===== src/rtl/box_motion_ctrl.sv =====
// Frame-synchronous box motion controller. Debounced buttons set per-axis accelerating speeds.
// The box moves once per vsync, is clamped to the active area, and gives a registered per-pixel hit flag.
module box_motion_ctrl #(
    parameter int H_ACTIVE        = 640,
    parameter int V_ACTIVE        = 480,
    parameter int BOX_W           = 100,
    parameter int BOX_H           = 100,
    parameter int START_X         = 100,
    parameter int START_Y         = 100,
    parameter int MAX_SPEED       = 4,
    parameter int DEBOUNCE_CYCLES = 250000
) (
    input  logic       clk_25mhz,
    input  logic       rst,
    input  logic       btn_up,
    input  logic       btn_down,
    input  logic       btn_left,
    input  logic       btn_right,
    input  logic       vsync,
    input  logic [9:0] x,
    input  logic [9:0] y,
    output logic [9:0] box_x,
    output logic [9:0] box_y,
    output logic       in_box,
    output logic       frame_tick
);

    localparam int          DB_W    = (DEBOUNCE_CYCLES > 1) ? $clog2(DEBOUNCE_CYCLES) : 1;
    localparam logic [DB_W-1:0] DB_LAST = DB_W'(DEBOUNCE_CYCLES - 1);
    localparam logic [9:0]  X_MAX   = 10'(H_ACTIVE - BOX_W);
    localparam logic [9:0]  Y_MAX   = 10'(V_ACTIVE - BOX_H);
    localparam logic [9:0]  X_START = 10'(START_X);
    localparam logic [9:0]  Y_START = 10'(START_Y);
    localparam logic [3:0]  SPD_MAX = 4'(MAX_SPEED);
    localparam logic [10:0] BOX_W11 = 11'(BOX_W);
    localparam logic [10:0] BOX_H11 = 11'(BOX_H);

    // Button bit order: [0]=up, [1]=down, [2]=left, [3]=right
    localparam int B_UP    = 0;
    localparam int B_DOWN  = 1;
    localparam int B_LEFT  = 2;
    localparam int B_RIGHT = 3;

    typedef enum logic [1:0] {
        ST_IDLE   = 2'd0,
        ST_SPEED  = 2'd1,
        ST_MOVE_X = 2'd2,
        ST_MOVE_Y = 2'd3
    } state_t;

    logic [3:0]            btn_sync1_q;
    logic [3:0]            btn_sync2_q;
    logic                  vs_sync1_q;
    logic                  vs_sync2_q;
    logic                  vs_prev_q;
    logic                  tick_s;
    logic                  frame_tick_q;

    logic [3:0][DB_W-1:0]  db_cnt_q;
    logic [3:0][DB_W-1:0]  db_cnt_d;
    logic [3:0]            db_state_q;
    logic [3:0]            db_state_d;

    state_t                state_q;
    logic [3:0]            dir_q;
    logic [3:0]            spd_x_q;
    logic [3:0]            spd_y_q;
    logic [3:0]            spd_x_d;
    logic [3:0]            spd_y_d;
    logic [9:0]            box_x_q;
    logic [9:0]            box_y_q;
    logic [9:0]            box_x_d;
    logic [9:0]            box_y_d;

    logic [10:0]           x_inc_s;
    logic [10:0]           y_inc_s;
    logic signed [10:0]    x_dec_s;
    logic signed [10:0]    y_dec_s;

    logic [10:0]           box_x_end_s;
    logic [10:0]           box_y_end_s;
    logic                  hit_s;
    logic                  in_box_q;

    // Two-flop synchronisers for the asynchronous buttons and vsync, plus the vsync edge history
    always_ff @(posedge clk_25mhz) begin
        if (rst) begin
            btn_sync1_q  <= 4'b0000;
            btn_sync2_q  <= 4'b0000;
            vs_sync1_q   <= 1'b0;
            vs_sync2_q   <= 1'b0;
            vs_prev_q    <= 1'b0;
            frame_tick_q <= 1'b0;
        end else begin
            btn_sync1_q  <= {btn_right, btn_left, btn_down, btn_up};
            btn_sync2_q  <= btn_sync1_q;
            vs_sync1_q   <= vsync;
            vs_sync2_q   <= vs_sync1_q;
            vs_prev_q    <= vs_sync2_q;
            frame_tick_q <= tick_s;
        end
    end

    assign tick_s = vs_sync2_q & ~vs_prev_q;

    // A button change is accepted only after DEBOUNCE_CYCLES consecutive differing samples
    always_comb begin
        db_cnt_d   = db_cnt_q;
        db_state_d = db_state_q;
        for (int i = 0; i < 4; i++) begin
            if (btn_sync2_q[i] == db_state_q[i]) begin
                db_cnt_d[i] = '0;
            end else if (db_cnt_q[i] == DB_LAST) begin
                db_cnt_d[i]   = '0;
                db_state_d[i] = btn_sync2_q[i];
            end else begin
                db_cnt_d[i] = db_cnt_q[i] + DB_W'(1);
            end
        end
    end

    always_ff @(posedge clk_25mhz) begin
        if (rst) begin
            db_cnt_q   <= '0;
            db_state_q <= 4'b0000;
        end else begin
            db_cnt_q   <= db_cnt_d;
            db_state_q <= db_state_d;
        end
    end

    // Speed update: exactly one direction accelerates, none or both opposing stop the axis
    always_comb begin
        spd_x_d = 4'd0;
        spd_y_d = 4'd0;
        if (db_state_q[B_RIGHT] ^ db_state_q[B_LEFT]) begin
            spd_x_d = (spd_x_q >= SPD_MAX) ? SPD_MAX : (spd_x_q + 4'd1);
        end else begin
            spd_x_d = 4'd0;
        end
        if (db_state_q[B_DOWN] ^ db_state_q[B_UP]) begin
            spd_y_d = (spd_y_q >= SPD_MAX) ? SPD_MAX : (spd_y_q + 4'd1);
        end else begin
            spd_y_d = 4'd0;
        end
    end

    // Clamped moves use 11-bit arithmetic so neither edge can wrap
    always_comb begin
        x_inc_s = {1'b0, box_x_q} + {7'b0000000, spd_x_q};
        y_inc_s = {1'b0, box_y_q} + {7'b0000000, spd_y_q};
        x_dec_s = $signed({1'b0, box_x_q}) - $signed({7'b0000000, spd_x_q});
        y_dec_s = $signed({1'b0, box_y_q}) - $signed({7'b0000000, spd_y_q});
        box_x_d = box_x_q;
        box_y_d = box_y_q;
        if (dir_q[B_RIGHT] && !dir_q[B_LEFT]) begin
            box_x_d = (x_inc_s > {1'b0, X_MAX}) ? X_MAX : x_inc_s[9:0];
        end else if (dir_q[B_LEFT] && !dir_q[B_RIGHT]) begin
            box_x_d = (x_dec_s < 11'sd0) ? 10'd0 : x_dec_s[9:0];
        end else begin
            box_x_d = box_x_q;
        end
        if (dir_q[B_DOWN] && !dir_q[B_UP]) begin
            box_y_d = (y_inc_s > {1'b0, Y_MAX}) ? Y_MAX : y_inc_s[9:0];
        end else if (dir_q[B_UP] && !dir_q[B_DOWN]) begin
            box_y_d = (y_dec_s < 11'sd0) ? 10'd0 : y_dec_s[9:0];
        end else begin
            box_y_d = box_y_q;
        end
    end

    // Per-frame update sequence; a frame tick seen outside IDLE is dropped
    always_ff @(posedge clk_25mhz) begin
        if (rst) begin
            state_q <= ST_IDLE;
            dir_q   <= 4'b0000;
            spd_x_q <= 4'd0;
            spd_y_q <= 4'd0;
            box_x_q <= X_START;
            box_y_q <= Y_START;
        end else begin
            case (state_q)
                ST_IDLE: begin
                    if (tick_s) begin
                        state_q <= ST_SPEED;
                    end else begin
                        state_q <= ST_IDLE;
                    end
                end
                ST_SPEED: begin
                    dir_q   <= db_state_q;
                    spd_x_q <= spd_x_d;
                    spd_y_q <= spd_y_d;
                    state_q <= ST_MOVE_X;
                end
                ST_MOVE_X: begin
                    box_x_q <= box_x_d;
                    state_q <= ST_MOVE_Y;
                end
                ST_MOVE_Y: begin
                    box_y_q <= box_y_d;
                    state_q <= ST_IDLE;
                end
                default: begin
                    state_q <= ST_IDLE;
                end
            endcase
        end
    end

    // Hit test: left/top inclusive, right/bottom exclusive
    always_comb begin
        box_x_end_s = {1'b0, box_x_q} + BOX_W11;
        box_y_end_s = {1'b0, box_y_q} + BOX_H11;
        hit_s = ({1'b0, x} >= {1'b0, box_x_q}) && ({1'b0, x} < box_x_end_s) &&
                ({1'b0, y} >= {1'b0, box_y_q}) && ({1'b0, y} < box_y_end_s);
    end

    always_ff @(posedge clk_25mhz) begin
        if (rst) begin
            in_box_q <= 1'b0;
        end else begin
            in_box_q <= hit_s;
        end
    end

    assign box_x      = box_x_q;
    assign box_y      = box_y_q;
    assign in_box     = in_box_q;
    assign frame_tick = frame_tick_q;

endmodule


===== config.mk =====
export PLATFORM = sky130hd
export DESIGN_NAME = box_motion_ctrl
export DESIGN_NICKNAME = d
export VERILOG_FILES = /design/src/rtl/box_motion_ctrl.sv
export SDC_FILE = /design/constraint.sdc
export NUM_CORES = 1
export LEC_CHECK = 0
export ABC_AREA = 0
export BUFFER_PORTS_ARGS = -buffer_cell sky130_fd_sc_hd__buf_2
export CORE_ASPECT_RATIO = 0.75
export CORE_UTILIZATION = 62
export DETAILED_ROUTE_END_ITERATION = 7
export PLACE_DENSITY = 0.8
export SETUP_SLACK_MARGIN = 0.4
export SYNTH_ARGS = -nofsm -noshare
export SYNTH_HDL_FRONTEND = slang
export SYNTH_SLANG_ARGS = --single-unit

===== constraint.sdc =====
create_clock -name clk_25mhz -period 3.3 [get_ports clk_25mhz]
set_input_delay 0.495 -clock clk_25mhz [delete_from_list [all_inputs] [get_ports clk_25mhz]]
set_output_delay 0.495 -clock clk_25mhz [all_outputs]
set_load 0.005 [all_outputs]

After elaboration in Yosys (flattened, before gate mapping)
Cells that the tools add are included.
- flip-flop bits (word level): 123
- bits in latches: 0
- bits in writable memories: 0
- memory bits (read-only): 0
- input port bits: 27
- output and inout bits: 22
- memories: 0
- $add $sub $neg: 12
- multiply operators: 0
- divide/modulo/power cells: 0
- $lt $le $gt $ge: 10
- equal/unequal tests: 11
- shift-type cells: 0
- muxes and demuxes: 14
- bitwise gates (word level): 8
- reductions and logical operators: 24
- operators by type and width (kind ; count):
    $mux 10 ; 8
    $add 18x1->18 const B ; 4
    $eq 18x18->1 const B ; 4
    $add 10x4->11 ; 2
    $add 10x7->11 const B ; 2
    $lt 10x11->1 ; 2
    $lt 11x1->1 const B ; 2
    $sub 10x4->11 ; 2
    $ge 10x10->1 ; 2
    $mux 4 ; 4
    $reduce_and 2->1 ; 6
    $reduce_or 3->1 ; 4
    $gt 11x10->1 const B ; 1
    $gt 11x9->1 const B ; 1
    $add 4x1->4 const B ; 2
    $ge 4x3->1 const B ; 2
    $pmux 2 s4 ; 1
    $logic_and 1x1->1 ; 7
    $not 1->1 ; 5
    $eq 1x1->1 ; 4
    $eq 2x2->1 const B ; 2
    $logic_not 1->1 ; 4
    $reduce_bool 2->1 ; 2
    $eq 2x1->1 const B ; 1
    4 further kinds ; 5

Longest topological paths before layout
Gate-level depths: netlist (run 1).
- depth after elaboration: 5
- mapped depth: 12
- depth with buffers taken out: 12

Least setup slack after synthesis (run 1)
OpenSTA, ideal clock, no wires.
- path kind: flip-flop to flip-flop
- from: register box_y_q[2] (netlist: box_y[2])
- to: register box_y_q[0] (netlist: box_y[0])
- data arrival time: 2.355 ns
- data required time: 3.184 ns
- setup slack: 0.829 ns
- cell stages (with the launch flop): 10
- path buffers: 1
- period minus slack after synthesis: 2.471 ns
- cells stage by stage: dfxtp_1 ha_1 buf_2 nor3b_2 o31a_1 o21bai_2 mux2_2 o2111ai_1 o21ai_2 a41o_1
- word-level cells in the longest chain between the ends: 5
- RTL lines (what ; RTL line ; source):
    start, declared ; 71 ; logic [9:0] box_y_q;
    start signal, assigned ; 201 ; box_y_q <= box_y_d;
    $sub 10x4->11 ; 153 ; y_dec_s = $signed({1'b0, box_y_q}) - $signed({7'b0000000, spd_y_q});
    $lt 11x1->1 ; 166 ; box_y_d = (y_dec_s < 11'sd0) ? 10'd0 : y_dec_s[9:0];
    $mux 10 ; 166 ;
    $mux 10 ; 165 ; end else if (dir_q[B_UP] && !dir_q[B_DOWN]) begin
    $mux 10 * ; 163 ; if (dir_q[B_DOWN] && !dir_q[B_UP]) begin
Every way passes the cells marked *; elsewhere a longest branch is shown, timed or not. The select of a mux whose other input is x is not followed.
A chain may end at the register's enable or synchronous reset.

Worst setup path in the final report (run 1)
- from: register box_x_q[0] (netlist: box_x[0])
- to: register box_x_q[4] (netlist: box_x[4])
- word-level cells in the longest chain between the ends: 5
- RTL lines (what ; RTL line ; source):
    start, declared ; 70 ; logic [9:0] box_x_q;
    start signal, assigned ; 197 ; box_x_q <= box_x_d;
    $sub 10x4->11 ; 152 ; x_dec_s = $signed({1'b0, box_x_q}) - $signed({7'b0000000, spd_x_q});
    $lt 11x1->1 ; 159 ; box_x_d = (x_dec_s < 11'sd0) ? 10'd0 : x_dec_s[9:0];
    $mux 10 ; 159 ;
    $mux 10 ; 158 ; end else if (dir_q[B_LEFT] && !dir_q[B_RIGHT]) begin
    $mux 10 * ; 156 ; if (dir_q[B_RIGHT] && !dir_q[B_LEFT]) begin
Marks and branches as above.

==> impl_results.md, run 1 <==
* Status: finished, final reports clean
* Crit path capture: box_x[4]
* Worst hold path class: in2reg
* Cell Int Power at 2.72 mW
* CTS Hold Buffers Added at 0
* CP top delay family: simple AND/OR/NAND/NOR gates
* Via-per-instance ratio at 5.78
* Switching power at 0.746 mW
* Tcrit/Tclk final at between 80 and 90%
* Gpl congestion at between 0.9 and 1
* Worst Setup End Kind: flop
* Routed len/inst at approximately 15 um
* Post-synth EDFFs at 0
* VDD IR max at 445 uV
* Warning count from the yosys run at 0
* Setup Skew at between 0.008 and 0.009 ns
* Most common cell after layout, fill and taps aside: nor2_1
* Syn_nets at 1018
* Initial Utilization at 64.4%
* Setup TNS at 0 ns
* Die ar. at 12600 um^2
* Number of global-route vias before repair at between 5000 and 6000
* Clock Latency Late Sink at 0.41 ns
* Row count at 34
* Chip Width at 129 um
* Critical R2R Capture: box_x[4]
* Clock transition at path regs at approximately 0.060 ns
* Synth Area per Inst at 8.18 um^2
* Slew @ Worst Pin at 0.870 ns
* Fmax at about 360 MHz
* Final hold vios at 0
* Clk root buf: clkbuf_16
* Worst path depth at 9
* H-tree level count at 4
* Cell area after layout at 8470 um^2
* Highest cell delay on the worst timing path at 0.49 ns
* DRT Pass-1 Iters at 6
* Post-CTS Setup Inserts at 0
* Minimum clock period at 2.79 ns
* CTS tree: built
* Slew Limit Fails at 0
* Post-DP HPWL at 11800 um
* WL final at around 17000 um
* Most frequent cells in the layout: nor2_1, dfxtp_1, ha_1, nand2_1, inv_1
* Clk sinks at around 120
* Via Count at 6518
* Crit path launch type: flop
* CP max stage cell: fa_1
* #FFs+latches synth at 123
* FF-to-FF path depth at 9
* Critical R2R Launch: box_x[0]
* IO Port Bufs at 48
* CTS Buf Count at 17
* Global-route wire length before repair at 27800 um
* Final #Nets at 1051
* Mapped Cells at 921
* DRC Markers at 0
* Antenna fix cells at 0
* Leak Pwr at 3.20 nW
* Primary FF master, synth: dfxtp_1
* WS Path Type: reg2reg
* Initial antenna violation count at 0
* Sw frac at 21.5%
* Slew HR at 42.0%
* Core footprint at 11700 um^2
* Initial DRC Count at 540
* Clock Path Buffers at 2
* Syn Std Cell Area at 7530 um^2
* Routed Antenna Nets at 0
* Combinational power share at 3.7%
* Pwr dens at 409 nW/um^2
* R2R Setup Slk at 0.51 ns
* Cell chain of the critical path: ha_1 -> fa_1 -> xnor2_2 -> nand2_1 -> or4_1 -> o2111ai_1 -> a211oi_2 -> or3_1 -> a221oi_1
* CP bufs+invs at 0
* Grt ovf at 0
* Post-DP Area at 7850 um^2
* Crit path from: box_x[0]
* Sequential-to-total area share from yosys stat at around 33%
* Max-Cap Viols at 0
* Layout cell share with drive strength beyond 1 at 11.1%
* RSZ-0062 raised after global routing: yes
* CP Max Fanout at 5
* GRT Overall Usage at between 20 and 30%
* Setup violators final at 0
* Asr flop ratio synth at 0%
* Unique masters post-synth at 69
* Crit path required time at 3.60 ns
* Arrival time of the worst setup path at 3.09 ns
* Layout area overhead at 12.4%
* Clk pwr share at 52.9%
* Largest net degree at the start of global routing at 44
* Die height at 97.5 um
* Sequential power share at 43.5%
* IO Pins at 49
## stage by stage
step | std cells | setup slack, ns | hold slack [ns] | total power [mW] | util [%]
after global routing | 1128 | 0.393 | 0.289 | 3.58 | 72.4
after CTS | 1128 | 0.487 | 0.284 | 3.48 | 72.1
after detailed placement | 1097 | 0.486 | 0.401 | 1.66 | 67.1
after global placement | 1097 | 0.583 | 0.395 | 1.66 | 67.1
after floorplan | 921 | 0.829 | 0.383 | 1.62 | -
final | 1128 | 0.509 | 0.295 | 3.46 | 72.4
## worst min-delay path by stage
stage	from	endpoint	slack, ns	cells past startpoint
after CTS	btn_left	btn_sync1_q[2]	0.28	2
after floorplan	vs_prev_q	frame_tick	0.38	1
after global placement	vs_prev_q	frame_tick	0.40	1
final	btn_left	btn_sync1_q[2]	0.30	2
after global routing	btn_right	btn_sync1_q[3]	0.29	2
after detailed placement	vs_prev_q	frame_tick	0.40	1
## kinds of logic after synthesis
family          share of synthesized area (%)
xor+xnor                                 9.77
mux                                      2.33
simple gates                             22.2
flops                                    32.7
fa+ha+maj                                12.0
buf+inv                                  5.00
compound gates                           16.0
## metal layers
| layer | vias to the layer above | track usage, % | wire [um] | part of all wire (%) |
|---|---|---|---|---|
| met4 | 0 | 7.69 | 144 | 0.86 |
| met3 | 16 | 6.83 | 1220 | 7.3 |
| met1 | 2971 | 41.6 | 8550 | 51 |
| met5 | - | 0 | 0 | 0 |
| li1 | 3292 | - | - | - |
| met2 | 239 | 38.3 | 6770 | 41 |
## power by group through the flow
stage / sequential [mW] / clock [mW] / combinational (mW)
global route: 1.51 / 1.92 / 0.145
finish: 1.51 / 1.83 / 0.127
global placement: 1.54 / 0 / 0.123
CTS: 1.51 / 1.85 / 0.126
floorplan: 1.53 / 0 / 0.0828
detailed placement: 1.54 / 0 / 0.125
## repair_timing
| action | in CTS | in global routing |
|---|---|---|
| resized for setup | 0 | 7 |
| hold endpoints to repair | 0 | 0 |
| setup endpoints to repair | 0 | 6 |
## synthesized netlist by cell type, drive strengths merged, types with 3 or more instances
master / count / area, um^2
nor2: 132 / 495
dfxtp: 123 / 2460
ha: 66 / 826
nand2: 63 / 236
inv: 61 / 229
a21oi: 45 / 225
xnor2: 44 / 385
o21ai: 43 / 219
xor2: 40 / 350
nand3: 33 / 165
clkbuf: 28 / 105
nor3: 23 / 120
nor2b: 19 / 119
or3: 17 / 106
nand4: 16 / 100
mux2i: 13 / 130
nand2b: 11 / 68.8
nor4: 11 / 68.8
a211oi: 10 / 80.1
and3: 9 / 56.3
buf: 9 / 42.5
o211ai: 9 / 67.6
a21o: 8 / 61.3
a31oi: 8 / 50.1
a221oi: 7 / 61.3
and4: 6 / 52.6
o2111ai: 5 / 43.8
o21a: 5 / 45.0
fa: 4 / 80.1
mux2: 4 / 45.0
o21bai: 4 / 33.8
o22ai: 4 / 25.0
a32oi: 3 / 26.3
nor3b: 3 / 27.5
o31a: 3 / 26.3
o31ai: 3 / 22.5
## registers in the layout, summed over array words and instances (netlist names), 2 cells and up
register     flops
db_state_q       4
db_cnt_q        72
spd_x_q          4
box_y           10
btn_sync1_q      4
box_x           10
state_q          2
dir_q            4
btn_sync2_q      4
spd_y_q          4
## cell type report
| cell class | instances | area (um^2) |
|---|---|---|
| fillers | 930 | 3230 |
| clock inverters | 10 | 118 |
| well taps | 162 | 203 |
| clock buffers | 21 | 470 |
| multi-input cells | 700 | 4720 |
| repair buffers | 51 | 263 |
| inverters | 61 | 229 |
| flip-flops and latches | 123 | 2460 |
Note: power is estimated with default switching activity, not from simulation.
==> inputs of run 2 (changes only) <==
--- a/config.mk
+++ b/config.mk
@@ -5,12 +5,12 @@
 export SDC_FILE = /design/constraint.sdc
 export NUM_CORES = 1
 export LEC_CHECK = 0
-export ABC_AREA = 0
+export ABC_AREA = 1
 export BUFFER_PORTS_ARGS = -buffer_cell sky130_fd_sc_hd__buf_2
 export CORE_ASPECT_RATIO = 0.75
-export CORE_UTILIZATION = 62
+export CORE_UTILIZATION = 56
 export DETAILED_ROUTE_END_ITERATION = 7
-export PLACE_DENSITY = 0.8
+export PLACE_DENSITY = 0.76
 export SETUP_SLACK_MARGIN = 0.4
 export SYNTH_ARGS = -nofsm -noshare
 export SYNTH_HDL_FRONTEND = slang
==> constraint.sdc (replaced) <==
create_clock -name clk_25mhz -period 2.47 [get_ports clk_25mhz]
set_input_delay 0.3705 -clock clk_25mhz [delete_from_list [all_inputs] [get_ports clk_25mhz]]
set_output_delay 0.3705 -clock clk_25mhz [all_outputs]
set_load 0.005 [all_outputs]
==> run 2 against run 1 <==
  * Register-to-register slack got worse by 0.17 ns
  * Sequential power rose by 38%
  * Clock power rose by 39%
  * Global-route usage fell by 1.2 points
  * Critical endpoint is now box_y[6]
  * Synthesized cell count rose by 13%
  * Non-clock buffer count rose by 44
==> impl_results.md, run 2 <==
* IO Port Bufs at 48
* Final cell count without fillers at between 1000 and 1500
* Most frequent cells in the layout: nand2_1, inv_1, nor2_1, dfxtp_1, a21oi_1
* Final Util at 71.3%
* Pwr dens at 573 nW/um^2
* Sequential-to-total area share from yosys stat at 32.3%
* Post-DP HPWL at 12500 um
* Sequential power share at 39.2%
* Cell Int Power at 3.84 mW
* Core footprint at 13100 um^2
* Die ar. at 14100 um^2
* Asr flop ratio synth at 0%
* WHS at roughly 0.17 ns
* Number of global-route vias before repair at 6272
* Status: finished, final reports clean
* Via-per-instance ratio at 5.34
* Initial antenna violation count at 0
* DP Cell Count at 1258
* WHS Path Cells at 3
* CTS Hold Buffers Added at 0
* CTS tree: built
* Switching power at 1.51 mW
* Chip Width at 137 um
* Warning count from the yosys run at 0
* Worst hold path class: in2reg
* Final #Nets at 1237
* Clock Path Buffers at 2
* Routed Antenna Nets at 0
* Most flop-heavy register: db_cnt_q
* Cell area after layout at 9340 um^2
* Post-DP Area at 8080 um^2
* Clk sinks at 123
* CP Max Fanout at 6
* Synth Area per Inst at 7.30 um^2
* Synth area leaders: dfxtp_1, ha_1, nand2_1, inv_1, nor2_1
* Row count at 36
* Most common cell after layout, fill and taps aside: nand2_1
* RSZ-0062 raised after global routing: yes
* Pre-CTS WS at between 0.1 and 0.15 ns
* Tcrit/Tclk final at 86.2%
* Layout area overhead at 22.6%
* Routed len/inst at 14.3 um
* Primary FF master, synth: dfxtp_1
* Crit path required time at 2.77 ns
* IO Pins at 49
* Fmax at between 400 and 500 MHz
* Layout cell share with drive strength beyond 1 at 23.7%
* Setup TNS at 0 ns
* Mapped Cells at 1044
* Sw frac at 28.1%
* Slew @ Worst Pin at 0.369 ns
* Unique masters post-synth at 50
* DRT Pass-1 Iters at 5
* WS Path Type: reg2reg
* GRT Overall Usage at roughly a quarter
* Setup violators final at 0
* Slew Limit Fails at 0
* Power Total at 5.35 mW
* Antenna fix cells at 0
* Clk pwr share at 47.5%
* Initial Utilization at 58.1%
* Min setup slack post-route at 0.342 ns
* Worst Setup End Kind: flop
* DRC Markers at 0
* Gpl congestion at 0.932
* Max reg flops at 72
* Grt ovf at 0
* Clock Latency Late Sink at 0.42 ns
* Yosys top cell area share at 32.3%
* Slew HR at between 70% and 80%
* Arrival time of the worst setup path at 2.43 ns
* Clock transition at path regs at 0.07 ns
* Leak Pwr at 3.98 nW
* # fillers at 1018
* H-tree level count at 4
* Setup Skew at 0.0111 ns
* Synth top cells by count: nand2_1, inv_1, dfxtp_1
* Final hold vios at 0
* FF-to-FF path depth at 17
* Minimum clock period at 2.13 ns
* Most frequent cell after synthesis: nand2_1
* Largest area contributor in the netlist: dfxtp_1
* Global-route wire length before repair at 29200 um
* Die height at a little over 100 um
* Via Count at slightly above 7000
* VDD IR max at 589 uV
* Post-synth EDFFs at 0
* WL final at 18900 um
* Syn Std Cell Area at 7620 um^2
* Syn_nets at 1141
* Initial DRC Count at 454
* Largest net degree at the start of global routing at 27
* Clk root buf: clkbuf_16
* Crit path launch type: flop
* Max-Cap Viols at 0
* Combinational power share at 13.3%
* CTS Buf Count at 17
* #FFs+latches synth at 123
[run 2: cell count changes after synthesis, sizes merged, moves of 9 or more]
cell    previous run  this run
or3               17         0
nand2             63       193
clkbuf            28         6
a21oi             45        81
nand4             16        25
mux2i             13         0
inv               61       156
or2                1        12
nand3             33        58
nand2b            11         0
nor2b             19         0
xnor2             44         7
[run 2: layer usage]
metal	global-route usage (%)	share of wire [%]	vias to the layer above
met5	0	0	-
met4	8.80	1.9	0
met3	5.31	5.7	34
li1	-	-	3619
met2	42.8	45	218
met1	35.2	47	3195
[run 2: power by group through the flow]
| stage | Clock, mW | Combinational [mW] | Sequential [mW] |
|---|---|---|---|
| floorplan | 0 | 0.465 | 2.12 |
| global placement | 0 | 0.621 | 2.14 |
| detailed placement | 0 | 0.632 | 2.14 |
| CTS | 2.56 | 0.661 | 2.09 |
| global route | 2.66 | 0.797 | 2.10 |
| finish | 2.54 | 0.714 | 2.09 |
[run 2: final timing paths]
check	startpoint	end	slack (ns)
hold reg to reg	btn_sync1_q[2]	btn_sync2_q[2]	0.40
setup reg to reg	box_y[3]	box_y[6]	0.34
setup / recovery	box_y[3]	box_y[6]	0.34
hold / removal	btn_right	btn_sync1_q[3]	0.17
[run 2: kinds of logic (layout without fill, tap and decap cells)]
| logic type | after synthesis | after routing | synth area share [%] |
|---|---|---|---|
| compound gates | 157 | 157 | 11.5 |
| xor+xnor | 48 | 48 | 5.52 |
| fa+ha+maj | 70 | 70 | 11.9 |
| buf+inv | 176 | 284 | 9.13 |
| flops | 123 | 123 | 32.3 |
| simple gates | 470 | 471 | 29.6 |
[run 2: layout make-up]
class | instances | area [um^2] | share of cell area (%)
inverter | 157 | 589 | 6.31
sequential | 123 | 2510 | 26.8
clock inverter | 14 | 160 | 1.71
tap | 171 | 214 | 2.29
timing repair buffer | 95 | 601 | 6.43
clock buffer | 18 | 439 | 4.70
multi-input combinational | 746 | 4830 | 51.7
[run 2: worst max-delay path, cell delays in order, from the launching register on]
cell     delay (ns)
dfxtp_4        0.36
buf_4          0.16
ha_4           0.29
inv_1          0.08
a21oi_2        0.18
nand2_2        0.10
nand2_2        0.07
nand2_1        0.05
nand2_1        0.07
inv_1          0.06
nand3_1        0.07
nand2_1        0.06
nand2_2        0.09
nand2_2        0.07
nand2_4        0.10
nand2_1        0.07
nand2_1        0.07
nand2_1        0.05
[run 2: timing repair]
item / CTS / global route
cloned: 0 / 1
setup buffers: 13 / 20
pin swaps: 11 / 45
setup endpoints to repair: 24 / 47
resized for setup: 35 / 87
==> inputs of run 3 (changes only) <==
--- a/config.mk
+++ b/config.mk
@@ -8,10 +8,11 @@
 export ABC_AREA = 1
 export BUFFER_PORTS_ARGS = -buffer_cell sky130_fd_sc_hd__buf_2
 export CORE_ASPECT_RATIO = 0.75
-export CORE_UTILIZATION = 56
+export CORE_UTILIZATION = 62
 export DETAILED_ROUTE_END_ITERATION = 7
-export PLACE_DENSITY = 0.76
+export PLACE_DENSITY = 0.8
 export SETUP_SLACK_MARGIN = 0.4
 export SYNTH_ARGS = -nofsm -noshare
 export SYNTH_HDL_FRONTEND = slang
 export SYNTH_SLANG_ARGS = --single-unit
+export TNS_END_PERCENT = 5
==> constraint.sdc (replaced) <==
create_clock -name clk_25mhz -period 2.2 [get_ports clk_25mhz]
set_input_delay 0.33 -clock clk_25mhz [delete_from_list [all_inputs] [get_ports clk_25mhz]]
set_output_delay 0.33 -clock clk_25mhz [all_outputs]
set_load 0.005 [all_outputs]
==> run 3 against run 2 <==
  * Die area is 9.5% lower
  * Largest power group unchanged
  * Routed wire length rose by 2.0%
  * Hold slack got worse by 0.057 ns
  * Total power increased by 14%
  * Combinational power grew 20%
  * Utilization is 8.1 points higher
  * Clock power grew 15%
  * Maximum frequency decreased by 2.8%
==> impl_results.md, run 3 (synthesis gave the netlist of run 2 again) <==
* Worst hold start: btn_left
* CP top delay family: adder cells
* Status: finished, final reports clean
* Most common cell after layout, fill and taps aside: nand2_1
* Gpl congestion at approximately 0.96
* IO Port Bufs at 48
* Grt ovf at 0
* Cell chain of the critical path: ha_4 -> inv_4 -> fa_2 -> nand2_1 -> nand2_1 -> a21oi_2 -> buf_4 -> nand2_2 -> xor2_1 -> a22oi_1 -> nand2_1 -> nand2_1 -> nand2_1
* CTS Hold Buffers Added at 0
* Worst path most repeated cell: nand2_1
* CTS Buf Count at 17
* R2R Setup Slk at approximately 0.011 ns
* Setup violators final at 0
* Number of global-route vias before repair at 6800
* Routed len/inst at 14.5 um
* Clock transition at path regs at about 0.060 ns
* Initial DRC Count at 497
* Crit path required time at 2.50 ns
* Worst Setup End Kind: flop
* CP max stage cell: dfxtp_2
* WHS at 0.111 ns
* CP bufs+invs at 2
* Die height at 98.0 um
* CTS tree: built
* Global-route wire length before repair at 31200 um
* Antenna fix cells at 0
* Arrival time of the worst setup path at around 2.5 ns
* DRC Markers at 0
* Highest cell delay on the worst timing path at ~0.4 ns
* WL final at 19300 um
* Critical R2R Capture: box_y[6]
* Slew HR at 73.9%
* Fmax at 457 MHz
* Clk root buf: clkbuf_16
* Critical R2R Launch: spd_y_q[0]
* Leak Pwr at 4.01 nW
* Clock Latency Late Sink at 0.42 ns
* Tcrit/Tclk final at 99.5%
* Setup Skew at ~0.014 ns
* Die ar. at around 13000 um^2
* Routed Antenna Nets at 0
* Crit path launch type: flop
* IO Pins at just under 50
* Largest net degree at the start of global routing at 27
* Power Total at about 6.1 mW
* WS Path Type: reg2reg
* Initial Utilization at 64.6%
* Hold Path Sink: btn_sync1_q[2]
* CP Max Fanout at 4
* Slew @ Worst Pin at 0.387 ns
* Worst hold path class: in2reg
* Slew Limit Fails at 0
* Initial antenna violation count at 0
* Chip Width at 130 um
* Core footprint at roughly 12000 um^2
* VDD IR max at 594 uV
* GRT Overall Usage at between 30% and 40%
* FF-to-FF path depth at 13
* Setup TNS at 0 ns
* Final hold vios at 0
* Via-per-instance ratio at 5.45
* Layout area overhead at 22.7%
* Max-Cap Viols at 0
* Clock Path Buffers at 2
* Clk sinks at 123
* Most flop-heavy register: db_cnt_q
* Via Count at between 7000 and 8000
* Final #Nets at 1250
* Max reg flops at 72
* WHS Path Cells at 3
* H-tree level count at 4
* Layout cell share with drive strength beyond 1 at between 20% and 30%
* Minimum clock period at between 2 and 2.5 ns
* Row count at 34
* RSZ-0062 raised after global routing: yes
* Post-DP HPWL at 12900 um
* Most frequent cells in the layout: nand2_1, inv_1, nor2_1, dfxtp_1, a21oi_1
* DRT Pass-1 Iters at 7
* Pwr dens at 654 nW/um^2
-- run 3: final cells by class --
type                       count  area [um^2]
sequential                   123         2500
clock inverter                15          186
inverter                     157          599
clock buffer                  17          425
timing repair buffer         109          711
multi-input combinational    745         4720
tap                          162          203
fill                         824         2440
-- run 3: worst min-delay path, delay by kind of cell --
kind                   cells  cell delay, ns
buffers and inverters      2            0.10
AND/OR/NAND/NOR            1            0.06
-- run 3: metrics by stage --
step | setup slack (ns) | area (um^2) | utilization [%] | instances
after global placement | 0.0159 | 8240 | 69.9 | 1265
after global routing | -0.0540 | 9350 | 79.3 | 1328
after detailed placement | -0.0243 | 8240 | 69.9 | 1265
after floorplan | 0.302 | 7680 | - | 1044
after CTS | 0.165 | 9180 | 77.9 | 1318
final | 0.0114 | 9350 | 79.3 | 1328
-- run 3: where the power goes --
group | internal (mW) | switching [mW] | total (mW)
Combinational | 0.326 | 0.531 | 0.857
Clock | 1.80 | 1.12 | 2.92
Sequential | 2.28 | 0.0550 | 2.34
-- run 3: how the worst max path moves through the flow --
stage                     startpoint  endpoint  slack [ns]  cells after the start
final                     spd_y_q[0]  box_y[6]        0.01                     13
after global routing        box_y[0]  box_y[6]       -0.05                     14
after CTS                   box_y[0]  box_y[6]        0.16                     14
after detailed placement    box_y[3]    in_box       -0.02                     15
after global placement      box_y[3]    in_box        0.02                     15
after floorplan             box_y[0]  box_y[0]        0.30                     13
-- run 3: per-layer routing --
layer / vias up / track usage, % / share of wire (%)
li1: 3622 / - / -
met1: 3284 / 41.2 / 46
met2: 280 / 48.8 / 45
met3: 55 / 6.25 / 6.7
met4: 0 / 10.9 / 2.5
met5: - / 0 / 0
-- run 3: timing repair --
action,4_1_cts,5_1_grt
endpoints found under the setup margin,68,94
buffers inserted,21,10
pin swaps,23,14
resized for setup,43,30
